--- config.mk ---
export PLATFORM = sky130hd
export DESIGN_NAME = uart_tx_ctrl_flat
export DESIGN_NICKNAME = d
export VERILOG_FILES = /design/src/rtl/uart_tx_ctrl_if.sv /design/src/rtl/uart_tx_ctrl.sv /design/src/flat_wrapper.sv
export SDC_FILE = /design/constraint.sdc
export NUM_CORES = 1
export LEC_CHECK = 0
export BUFFER_PORTS_ARGS = -buffer_cell sky130_fd_sc_hd__buf_4
export CAP_MARGIN = 20
export CELL_PAD_IN_SITES_DETAIL_PLACEMENT = 2
export CELL_PAD_IN_SITES_GLOBAL_PLACEMENT = 2
export CORE_ASPECT_RATIO = 0.7
export CORE_MARGIN = 2
export CORE_UTILIZATION = 41
export CTS_CLUSTER_DIAMETER = 60
export DETAILED_ROUTE_END_ITERATION = 10
export PLACE_DENSITY = 0.74
export SYNTH_ARGS = -nofsm -noshare
export SYNTH_HDL_FRONTEND = slang
export SYNTH_SLANG_ARGS = --single-unit
--- constraint.sdc ---
create_clock -name sysclk -period 7 [get_ports sysclk]
set_clock_uncertainty 0.05 [all_clocks]
set_input_delay 1.05 -clock sysclk [delete_from_list [all_inputs] [get_ports sysclk]]
set_output_delay 1.05 -clock sysclk [all_outputs]
set_load 0.1 [all_outputs]
--- src/rtl/uart_tx_ctrl_if.sv ---
// CPU write port and serial-line status of the UART transmit controller.
// The CPU side drives the master modport; the controller takes the slave modport.
interface uart_tx_ctrl_if #(
  parameter int FIFO_DEPTH = 4
);
  localparam int CNT_W = $clog2(FIFO_DEPTH) + 1;

  logic             wr_valid;
  logic [7:0]       wr_data;
  logic             wr_ready;
  logic             uart_tx;
  logic             busy;
  logic [CNT_W-1:0] fifo_count;

  modport master (
    output wr_valid,
    output wr_data,
    input  wr_ready,
    input  uart_tx,
    input  busy,
    input  fifo_count
  );

  modport slave (
    input  wr_valid,
    input  wr_data,
    output wr_ready,
    output uart_tx,
    output busy,
    output fifo_count
  );
endinterface

--- src/rtl/uart_tx_ctrl.sv ---
// 8N1 UART transmitter fed by a small byte FIFO. Frames are sent back to back
// while the queue holds data; uart_tx and all status outputs come from registers.
module uart_tx_ctrl #(
  parameter int CLKS_PER_BIT = 868,
  parameter int FIFO_DEPTH   = 4
) (
  input  logic          sysclk,
  input  logic          cpu_resetn,
  uart_tx_ctrl_if.slave bus
);

  localparam int PTR_W = $clog2(FIFO_DEPTH);
  localparam int CNT_W = $clog2(FIFO_DEPTH) + 1;

  typedef enum logic [1:0] {
    S_IDLE  = 2'd0,
    S_START = 2'd1,
    S_DATA  = 2'd2,
    S_STOP  = 2'd3
  } state_t;

  logic [7:0]       r_mem [FIFO_DEPTH];
  logic [PTR_W-1:0] r_wr_ptr;
  logic [PTR_W-1:0] r_rd_ptr;
  logic [CNT_W-1:0] r_count;

  state_t           r_state;
  state_t           w_state_next;
  logic [15:0]      r_baud;
  logic [15:0]      w_baud_next;
  logic [2:0]       r_bit;
  logic [2:0]       w_bit_next;
  logic [7:0]       r_shift;
  logic [7:0]       w_shift_next;
  logic             r_tx;
  logic             w_tx_next;

  logic             w_ready;
  logic             w_push;
  logic             w_pop;
  logic             w_have_data;
  logic             w_bit_end;

  // Ready depends only on the registered count, never on wr_valid.
  assign w_ready     = (r_count != CNT_W'(FIFO_DEPTH));
  assign w_push      = bus.wr_valid & w_ready;
  assign w_have_data = (r_count != '0);
  assign w_bit_end   = (r_baud == 16'(CLKS_PER_BIT - 1));

  always_comb begin
    w_state_next = r_state;
    w_baud_next  = r_baud + 16'd1;
    w_bit_next   = r_bit;
    w_shift_next = r_shift;
    w_tx_next    = r_tx;
    w_pop        = 1'b0;

    case (r_state)
      S_IDLE: begin
        w_baud_next = '0;
        w_tx_next   = 1'b1;
        if (w_have_data) begin
          w_pop        = 1'b1;
          w_state_next = S_START;
          w_tx_next    = 1'b0;
          w_shift_next = r_mem[r_rd_ptr];
        end
      end
      S_START: begin
        if (w_bit_end) begin
          w_baud_next  = '0;
          w_bit_next   = '0;
          w_state_next = S_DATA;
          w_tx_next    = r_shift[0];
          w_shift_next = {1'b0, r_shift[7:1]};
        end
      end
      S_DATA: begin
        if (w_bit_end) begin
          w_baud_next = '0;
          if (r_bit == 3'd7) begin
            w_state_next = S_STOP;
            w_tx_next    = 1'b1;
          end else begin
            w_bit_next   = r_bit + 3'd1;
            w_tx_next    = r_shift[0];
            w_shift_next = {1'b0, r_shift[7:1]};
          end
        end
      end
      S_STOP: begin
        if (w_bit_end) begin
          w_baud_next = '0;
          // Chain straight into the next start bit so frames have no idle gap.
          if (w_have_data) begin
            w_pop        = 1'b1;
            w_state_next = S_START;
            w_tx_next    = 1'b0;
            w_shift_next = r_mem[r_rd_ptr];
          end else begin
            w_state_next = S_IDLE;
            w_tx_next    = 1'b1;
          end
        end
      end
      default: begin
        w_state_next = S_IDLE;
        w_baud_next  = '0;
        w_tx_next    = 1'b1;
      end
    endcase
  end

  always_ff @(posedge sysclk or negedge cpu_resetn) begin
    if (!cpu_resetn) begin
      r_state <= S_IDLE;
      r_baud  <= '0;
      r_bit   <= '0;
      r_shift <= '0;
      r_tx    <= 1'b1;
    end else begin
      r_state <= w_state_next;
      r_baud  <= w_baud_next;
      r_bit   <= w_bit_next;
      r_shift <= w_shift_next;
      r_tx    <= w_tx_next;
    end
  end

  always_ff @(posedge sysclk or negedge cpu_resetn) begin
    if (!cpu_resetn) begin
      r_wr_ptr <= '0;
      r_rd_ptr <= '0;
      r_count  <= '0;
    end else begin
      if (w_push) begin
        r_wr_ptr <= r_wr_ptr + PTR_W'(1);
      end
      if (w_pop) begin
        r_rd_ptr <= r_rd_ptr + PTR_W'(1);
      end
      case ({w_push, w_pop})
        2'b10:   r_count <= r_count + CNT_W'(1);
        2'b01:   r_count <= r_count - CNT_W'(1);
        default: r_count <= r_count;
      endcase
    end
  end

  // Storage is left unreset so it maps onto plain RAM.
  always_ff @(posedge sysclk) begin
    if (w_push) begin
      r_mem[r_wr_ptr] <= bus.wr_data;
    end
  end

  assign bus.wr_ready   = w_ready;
  assign bus.uart_tx    = r_tx;
  assign bus.busy       = (r_state != S_IDLE) || w_have_data;
  assign bus.fifo_count = r_count;

endmodule

--- src/flat_wrapper.sv ---
// flat-port wrapper written by rule: the top's interface ports become plain ports
module uart_tx_ctrl_flat 
#(
  parameter int CLKS_PER_BIT = 868,
  parameter int FIFO_DEPTH   = 4
)
  (sysclk, cpu_resetn, bus_wr_valid, bus_wr_data, bus_wr_ready, bus_uart_tx, bus_busy, bus_fifo_count);
  uart_tx_ctrl_if #(.FIFO_DEPTH(FIFO_DEPTH)) bus_i ();
  input  logic sysclk;
  input  logic cpu_resetn;
  input wire logic [$bits(bus_i.wr_valid)-1:0] bus_wr_valid;
  input wire logic [$bits(bus_i.wr_data)-1:0] bus_wr_data;
  output wire logic [$bits(bus_i.wr_ready)-1:0] bus_wr_ready;
  output wire logic [$bits(bus_i.uart_tx)-1:0] bus_uart_tx;
  output wire logic [$bits(bus_i.busy)-1:0] bus_busy;
  output wire logic [$bits(bus_i.fifo_count)-1:0] bus_fifo_count;
  assign bus_i.wr_valid = bus_wr_valid;
  assign bus_i.wr_data = bus_wr_data;
  assign bus_wr_ready = bus_i.wr_ready;
  assign bus_uart_tx = bus_i.uart_tx;
  assign bus_busy = bus_i.busy;
  assign bus_fifo_count = bus_i.fifo_count;
  uart_tx_ctrl #(.CLKS_PER_BIT(CLKS_PER_BIT), .FIFO_DEPTH(FIFO_DEPTH)) u_core (.sysclk(sysclk), .cpu_resetn(cpu_resetn), .bus(bus_i));
endmodule
; After elaboration in Yosys (flattened, before gate mapping)
; Memory sizes are Yosys's and may differ from the RTL's.
; Cells that the tools add are included.
[op_classes]
bitwise = 1
muxes = 31
reduce_logical = 11
n_eq_ne = 14
addsub = 6
[op_table]
columns = cell, count
row1 = 8-bit 2-to-1 mux, 5
row2 = 16-bit one-hot mux with 2 select lines, 1
row3 = 8-bit one-hot mux with 4 select lines, 1
row4 = "16-bit by 1-bit adder with 16-bit output, second input constant", 1
row5 = "16-bit by 10-bit == test with 1-bit output, second input constant", 1
row6 = 16-bit 2-to-1 mux, 1
row7 = 3-bit one-hot mux with 2 select lines, 2
row8 = 1-bit 2-to-1 mux, 10
row9 = 2-bit 2-to-1 mux, 5
row10 = "2-bit by 1-bit != test with 1-bit output, second input constant", 5
row11 = 3-bit 2-to-1 mux, 3
row12 = 2-bit one-hot mux with 4 select lines, 1
row13 = 4-bit AND reduction, 2
row14 = "3-bit by 1-bit adder with 3-bit output, second input constant", 2
row15 = "2-bit == test, second input constant", 3
row16 = 2-bit nonzero test, 3
row17 = 5-bit AND reduction, 1
row18 = "2-bit by 1-bit adder with 2-bit output, second input constant", 2
row19 = "2-bit by 1-bit == test with 1-bit output, second input constant", 2
row20 = 1-bit one-hot mux with 4 select lines, 1
row21 = "3-bit == test, second input constant", 1
row22 = "3-bit != test, second input constant", 1
row23 = 3-bit AND reduction, 1
row24 = 3-bit nonzero test, 1
row25 = 7 further kinds, 7
[totals]
n_memories = 1
word_cells = 72
out_inout_bits = 6
ram_bits = 32
inputBits = 11
ff_bits = 37
[memory_table]
columns = name, words, width, read_ports, rd_clocked_by_memory_dff, write_ports, line_no
row1 = u_core.r_mem, 4, 8, 1, 0, 1, uart_tx_ctrl.sv:22  ; logic [7:0] r_mem [FIFO_DEPTH];

; Depth between registers and ports, before layout
; Gate-level depths: netlist of the first run.
[depth]
ltp_word = 6
ltp_mapped = 12
mapped_depth_nobuf = 11

; Least setup slack after synthesis of the first run
; No wires, ideal clock.
[synth_path]
kind = reg-to-reg
from = reg u_core.r_count[2], in the netlist u_core.bus.fifo_count[2]
to = reg u_core.r_count[2], in the netlist u_core.bus.fifo_count[2]
path_buffers = 0
path_stages_with_launch = 10
slack_ns = 3.263
arrival_time_ns = 3.523
setup_ns = 0.163
required_ns = 6.787
synth_period_minus_slack_ns = 3.737
cell_sequence = dfrtp_1 nand3_1 and2_1 inv_1 ha_1 inv_1 fa_1 xor2_1 nor2_1 xor2_1
[synth_between]
elab_cells_between_ends = 12
classes_between = add/sub: 2 / eq/ne: 3 / mux: 4 / bitwise: 1 / reduce/logical: 2
[synth_lines]
columns = element, line_no
row1 = "start, declared", uart_tx_ctrl.sv:25  ; logic [CNT_W-1:0] r_count;
row2 = "start signal, assigned", uart_tx_ctrl.sv:143  ; 2'b10: r_count <= r_count + CNT_W'(1);
row3 = "start signal, assigned", uart_tx_ctrl.sv:144  ; 2'b01: r_count <= r_count - CNT_W'(1);
row4 = "start signal, assigned", uart_tx_ctrl.sv:145  ; default: r_count <= r_count;
row5 = 3-bit != test *, uart_tx_ctrl.sv:45  ; assign w_ready = (r_count != CNT_W'(FIFO_DEPTH));
row6 = net bus_wr_ready, flat_wrapper.sv:13  ; output wire logic [$bits(bus_i.wr_ready)-1:0] bus_wr_ready;
row7 = 1-bit AND *, uart_tx_ctrl.sv:46  ; assign w_push = bus.wr_valid & w_ready;
row8 = 2-bit by 1-bit == test with 1-bit output / 2-bit == test (equally long branches), uart_tx_ctrl.sv:142  ; case ({w_push, w_pop})
row9 = 3-bit one-hot mux with 2 select lines / 2-bit nonzero test (equally long branches), -
; The timed path passes the listed nets; every way through them passes the cells marked *.
; A chain may end at the register's enable or synchronous reset.

; Worst setup path in the final report of the first run
[layout_path]
from = reg u_core.r_state[0]
to = reg u_core.r_count[2], in the netlist u_core.bus.fifo_count[2]
[layout_between]
elab_chain_len = 4
elab_cells_between_ends = 7
classes_between = eq/ne: 3 / mux: 2 / reduce/logical: 2
[layout_lines]
columns = element, line_no
row1 = "start, declared", uart_tx_ctrl.sv:27  ; state_t r_state;
row2 = "start signal, assigned", uart_tx_ctrl.sv:122  ; r_state <= w_state_next;
row3 = 2-bit == test / 2-bit logical NOT (equally long branches), uart_tx_ctrl.sv:58  ; case (r_state)
row4 = 1-bit one-hot mux with 2 select lines *, uart_tx_ctrl.sv:58
row5 = net u_core.w_pop, uart_tx_ctrl.sv:40  ; logic w_pop;
row6 = 2-bit by 1-bit == test with 1-bit output / 2-bit == test (equally long branches), uart_tx_ctrl.sv:142
row7 = 3-bit one-hot mux with 2 select lines / 2-bit nonzero test (equally long branches), -
; Marks and branches as above.

==> results.md, run 1 <==
- Post-layout util: 48.4%
- Register share of total power: about a third
- EDFF count, synth: 32
- Starting density of the core: 42.6%
- Max_cap viols: 0
- CORE AREA: 7910 um2
- I/O pin total: 17
- CTS clk-pin slew, worst paths: ~0.06 ns
- Crit path buffers/inverters: 2
- Area growth, synth to finish: 13.5%
- Post-CTS Setup Bufs: 0
- Run status: complete, no violations
- Clock share of power: about 24%
- Max IR drop VDD: 330 uV
- Die W: 112 um
- Crit share post-route: 40.3%
- Total Power: 1.82 mW
- Pins Over Slew Limit: 0
- Synth Area per Inst: 13.4 um2
- Diodes inserted: 0
- Share of cells above drive strength 1: 22.0%
- Final-report hold violation count: 0
- Ranking of synthesized cells by area: edfxtp_1 (29%), dfrtp_1 (27%), ha_1 (4.8%)
- Critical path's top delay family: adder cells
- CTS tree: done
- Via count: 2073
- Insertion delay to the later sink of the worst-skew pair: 0.33 ns
- Setup WS post-layout: 4.18 ns
- Crit. End Element: flip-flop
- CP startpoint: u_core.r_state[0]
- Post-route ant nets: 0
- P per Cell Area: around 480 nW/um2
- Switching part of the total: 37.7%
- Worst Reg-to-Reg Cells: 10
- Fill cells: 790
- Largest net degree at the start of global routing: 38
- Die Ht: about 80 um
- Placer Congestion: 0.749
- Async SR Flop Fraction: 53.6%
- Mapped Area: 3370 um2
- Initial antenna violation count: 0
- Reg2Reg Setup Slack: 4.18 ns
- Initial DRC count: 85
- Synth area leader: edfxtp_1
- Most used DFF post-synth: dfrtp_1
- Maximum fanout along the worst path: 15
- H-tree depth: 3
- Hold-critical path depth: 1
- Final hold slack: about 0.46 ns
- RSZ-0062 raised after global routing: false
- Nets: 294
- Maximum clock path buffer count: 2
- P_int: 1.13 mW
- Post-synthesis sequential area ratio: 56.1%
- Crit-path max cell delay: 0.53 ns
- Leakage: 1.55 nW
- Number of global-route vias before repair: 2359
- Setup TNS: 0 ns
- Final setup vio count: 0
- Worst path cell trace: inv_1 -> ha_1 -> or2_2 -> nor2_1 -> ha_1 -> inv_1 -> fa_1 -> xor2_1 -> nor2_1 -> xor2_1
- Root Driver: clkbuf_16
- Yosys reg bits: 69
- Critical Path AT: 3.02 ns
- Yosys top cell area share: 28.5%
- Gr usage total: between 20% and 30%
- Post-Place Setup Slack: 4.14 ns
- Port buffer count: 16
- CTS buffer count: 9
- Distinct cell type count after synthesis: 51
- Reg-to-Reg End: u_core.bus.fifo_count[2]
- Yosys warnings: 0
- GRT overflow: 0
- Vias per cell: around 5.5
- Worst r2r src: u_core.r_state[0]
- Worst hold start: u_core.r_baud[0]
- First-pass GRT wire length: 13600 um
- Final HPWL DP: 5680 um
- Rel. slew slack: 55.5%
- Count of hold buffers inserted by post-cts repair: 0
- Data required time at the worst endpoint: 7.20 ns
- CP max-delay cell: ha_1
- Worst slew pin tran: 0.668 ns
- Die Area: approximately 9000 um2
- CP Launch Type: flip-flop
- Post_cts resized: 0
- Syn Inst Count: 252
- Syn_nets: 277
- Clock sink count: 69
- Switching pwr: roughly 0.7 mW
- Routed len/inst: 21.9 um
- DR pass1 iterations: 4
- Worst Hold Class: flip-flop to flip-flop
- Residual DRC: 0
- Core Rows: 27
- Fmax: 355 MHz
- Hold endpoint: u_core.r_baud[0]
- Period minus WS final: 2.82 ns
- Combinational power share: 41.0%
- Critical path class: flip-flop to flip-flop
- WL final: 8180 um
-- metrics by stage --
stage	area (um2)	cells
floorplan	3370	252
global placement	3540	359
detailed placement	3540	359
CTS	3820	374
global route	3820	374
finish	3820	374
-- power by group through the flow --
stage | Clock (mW) | Sequential, mW | Combinational, mW
final | 0.439 | 0.632 | 0.745
after global routing | 0.465 | 0.647 | 0.809
after detailed placement | 0 | 0.639 | 0.744
after CTS | 0.449 | 0.635 | 0.757
after floorplan | 0 | 0.678 | 0.541
after global placement | 0 | 0.628 | 0.709
-- cells in the mapped netlist, drive strengths merged (2+ instances only) --
cell type / number
ha: 13
nor2: 21
xnor2: 13
or2: 2
nor2b: 2
nor4b: 2
nand2: 12
dfrtp: 36
buf: 7
o311ai: 2
edfxtp: 32
o21ai: 8
nand4: 6
o221ai: 2
nor3: 7
inv: 14
nand3: 7
mux2: 17
a21oi: 4
mux4: 8
and4: 3
a22o: 2
clkbuf: 3
and3: 4
nor4: 6
nand2b: 2
xor2: 5
-- worst max-delay path by stage --
stage | to | slack [ns] | cells past startpoint
after floorplan | u_core.bus.fifo_count[2] | 3.26 | 9
after global placement | u_core.bus.fifo_count[2] | 4.36 | 10
after detailed placement | u_core.bus.fifo_count[2] | 4.14 | 10
after CTS | u_core.bus.fifo_count[2] | 4.13 | 10
after global routing | u_core.bus.fifo_count[2] | 4.00 | 10
final | u_core.bus.fifo_count[2] | 4.18 | 10
-- layout make-up --
class	count	area (um2)	share of cell area, %
clock buffer	11	233	6.09
clock inverter	4	50.0	1.31
inverter	14	52.6	1.37
multi-input combinational	159	1350	35.4
sequential	69	1890	49.4
tap	101	126	3.31
timing repair buffer	16	120	3.14
-- state kept, by name, indices dropped and copies added, names as in the netlist --
signal	flops
u_core.r_wr_ptr	2
u_core.r_mem	32
u_core.r_shift	8
u_core.r_state	2
u_core.r_rd_ptr	2
u_core.bus.fifo_count	3
u_core.r_baud	16
u_core.r_bit	3
u_core.bus.uart_tx	1
-- metal layers --
layer | vias up | GRT usage [%] | share of wire (%)
met3 | 2 | 5.32 | 3.0
met2 | 34 | 32.5 | 48
li1 | 948 | - | -
met1 | 1089 | 28.1 | 48
met4 | 0 | 5.12 | 0.17
met5 | - | 0 | 0
-- worst reg2reg max path: cells and delay by family, from the launching register on --
family / cells / cell delay [ns]
XOR/XNOR: 2 / 0.32
buffers and inverters: 2 / 0.18
adder cells (fa/ha/maj): 3 / 1.11
flip-flops: 1 / 0.39
AND/OR/NAND/NOR: 3 / 0.71
-- cells by family after synthesis --
logic type                 Yosys count  share of synthesized area, %
AOI/OAI and AO/OA                   24                          5.13
xor gates and xnor gates            18                          4.68
adders and majority gates           14                          5.42
buffers and inverters               24                          3.79
DFF                                 69                          56.1
muxes                               25                          12.0
and+or+nand+nor                     78                          12.9
-- layout by cell type, fill, tap and decap left out, drive strengths merged, types with 2 or more instances in the layout --
master  netlist  final
nand2b        2      2
mux4          8      8
nor2         21     21
nand4         6      6
or2           2      2
buf           7     16
xor2          5      5
a21oi         4      4
nor4b         2      2
and4          3      3
o21ai         8      8
o311ai        2      2
nor4          6      6
nand2        12     12
nor3          7      7
dfrtp        36     36
ha           13     13
clkbuf        3     11
edfxtp       32     32
a22o          2      2
xnor2        13     13
inv          14     14
and3          4      4
mux2         17     17
nand3         7      7
nor2b         2      2
o221ai        2      2
clkinv        0      2
(Power assumes the default switching activity.)
==> run 2: changes to the inputs <==
==> constraint.sdc (replaced) <==
create_clock -name sysclk -period 2.79 [get_ports sysclk]
set_clock_uncertainty 0.05 [all_clocks]
set_input_delay 0.4185 -clock sysclk [delete_from_list [all_inputs] [get_ports sysclk]]
set_output_delay 0.4185 -clock sysclk [all_outputs]
set_load 0.1 [all_outputs]
==> run 2 against run 1 <==
  * The run now ends with hold timing left
  * Sequential power rose to 2.5 times the previous value
  * Clock power rose to 2.5 times the previous value
  * Global-route usage rose by 0.54 points
  * Fmax rose by 6.4%
  * Critical path type unchanged
  * Largest power group unchanged
==> results.md, run 2 (synthesis results as in run 1) <==
- Run status: finished with violations
- Failing checks: hold timing
- P per Cell Area: 1190 nW/um2 (+150%)
- Nets: 299 (+1.7%)
- Period minus WS final: 2.65 ns (-0.170 ns)
- H-tree depth: 3 (unchanged)
- RSZ-0062 raised after global routing: false
- Share of cells above drive strength 1: 25.8% (+3.8 points)
- Worst Hold Class: input pin to asynchronous set/reset pin
- Final hold slack: -0.00312 ns (-0.460 ns)
- Area growth, synth to finish: 15.5%
- Diodes inserted: 0 (unchanged)
- Rel. slew slack: 52.7% (-2.7 points)
- Setup TNS: 0 ns (unchanged)
- Final setup vio count: 0 (unchanged)
- Data required time at the worst endpoint: 3.00 ns (-4.20 ns)
- GRT overflow: 0 (unchanged)
- Worst slew pin tran: 0.709 ns (+0.0411 ns)
- Critical path class: flip-flop to flip-flop
- Critical Path AT: 2.85 ns (-0.17 ns)
- Clock sink count: 69 (unchanged)
- Crit share post-route: 94.9% (+55 points)
- Largest net degree at the start of global routing: 38 (unchanged)
- Initial antenna violation count: 0 (unchanged)
- Core Rows: 27 (unchanged)
- Largest registers: u_core.r_mem (32), u_core.r_baud (16), u_core.r_shift (8)
- Dpl cells: 363 (+1.1%)
- DR pass1 iterations: 4 (unchanged)
- Crit. End Element: flip-flop
- Gr usage total: 21.0% (+0.54 points)
- Starting density of the core: 42.6% (unchanged)
- CP max-delay cell: dfrtp_1
- Port buffer count: 16 (unchanged)
- Vias per cell: 5.54 (-0.11%)
- Count of hold buffers inserted by post-cts repair: 0 (unchanged)
- Worst path cell trace: nor3_1 -> and4_4 -> a21oi_1 -> nor2_1 -> ha_1 -> inv_1 -> fa_1 -> xor2_1 -> nor2_1 -> xor2_1
- Die Area: 8970 um2 (unchanged)
- CTS clk-pin slew, worst paths: 0.06 ns (about the same)
- Pins Over Slew Limit: 0 (unchanged)
- Insertion delay to the later sink of the worst-skew pair: 0.33 ns (about the same)
- Max_cap viols: 0 (unchanged)
- Maximum fanout along the worst path: 6 (-9)
- I/O pin total: 17 (unchanged)
- Initial DRC count: 93 (+9.4%)
- Fin cells: 380 (+1.6%)
- Via count: 2104 (+1.5%)
- Placer Congestion: 0.767 (+2.4%)
- CORE AREA: 7910 um2 (unchanged)
- Max FFs per register: 32 (unchanged)
- Die W: 112 um (unchanged)
- CTS tree: done
- CP Launch Type: flip-flop
- Crit-path max cell delay: 0.46 ns (-0.07 ns)
- Most frequent cells in the layout: dfrtp_1 (32), edfxtp_1 (32), nor2_1 (21), buf_4 (21), inv_1 (14)
- Final HPWL DP: 5630 um (-0.82%)
- CTS buffer count: 9 (unchanged)
- Fmax: 378 MHz (+6.4%)
- Routed len/inst: 22.3 um (+2.1%)
- Die Ht: 79.8 um (unchanged)
- Maximum clock path buffer count: 2 (unchanged)
- Largest Register: u_core.r_mem
- Number of global-route vias before repair: 2391 (+1.4%)
- Post-route ant nets: 0 (unchanged)
- WL final: 8490 um (+3.7%)
- Residual DRC: 0 (unchanged)
- Final-report hold violation count: 6 (+6)
- First-pass GRT wire length: 13900 um (+2.5%)
- Max IR drop VDD: 827 uV (+150%)
- Root Driver: clkbuf_16
- Leakage: 1.58 nW (+1.8%)
run 2: changes by cell type in the layout (fill, tap and decap cells not counted), sizes merged:
cell / before / now
buf: 16 / 21
clkinv: 2 / 3
run 2: critical path, delay by kind of cell, from the launching register on:
family                     cells  cell delay [ns]
AOI/OAI and AO/OA              1             0.07
xor gates and xnor gates       2             0.31
adders and majority gates      2             0.60
buffers and inverters          1             0.07
DFF                            1             0.46
and+or+nand+nor                4             1.01
run 2: layout make-up:
type                       count  area, um2
multi-input combinational    159       1380
tap                          101        126
timing repair buffer          21        158
clock buffer                  11        233
clock inverter                 5       51.3
sequential                    69       1890
inverter                      14       52.6
fill                         783       4020
run 2: path summary, 6_finish.rpt:
kind                       cells after the start                       end              from  slack, ns
max                                           10  u_core.bus.fifo_count[2]  u_core.r_baud[3]       0.14
min                                            1         u_core.r_shift[5]        cpu_resetn     -0.003
max reg2reg                                   10  u_core.bus.fifo_count[2]  u_core.r_baud[3]       0.14
min reg2reg                                    1          u_core.r_baud[0]  u_core.r_baud[0]       0.45
max in group asynchronous                      1  u_core.bus.fifo_count[1]        cpu_resetn       2.31
min in group sysclk                            1        u_core.r_mem[1][2]    bus_wr_data[2]       0.24
run 2: what timing repair did:
item | in CTS | in global routing
endpoints found under the setup margin | 0 | 1
gates resized for setup | 0 | 3
setup buffers | 0 | 1
run 2: metrics by stage:
step           hold slack, ns  utilization (%)  total power, mW  instance area [um2]  worst slack (ns)
3_3_place_gp            0.372             45.4             3.39                 3590             0.322
6_report             -0.00312             49.2             4.64                 3890             0.142
3_5_place_dp            0.370             45.4             3.51                 3590             0.103
4_1_cts                0.0120             49.0             4.68                 3870           0.00907
2_1_floorplan          0.0729                -             3.08                 3380             0.178
5_1_grt                0.0279             49.2             4.93                 3890           0.00780
run 2: power by group:
group	internal (mW)	leakage [nW]	switching [mW]
combinational	0.852	0.686	1.09
clock	0.686	0.137	0.416
sequential	1.35	0.757	0.246
run 2: routing by layer:
layer,GRT usage (%),part of all wire [%]
met1,28.2,48
met2,34.2,48
met3,6.07,3.4
met4,4.27,0.67
met5,0,0
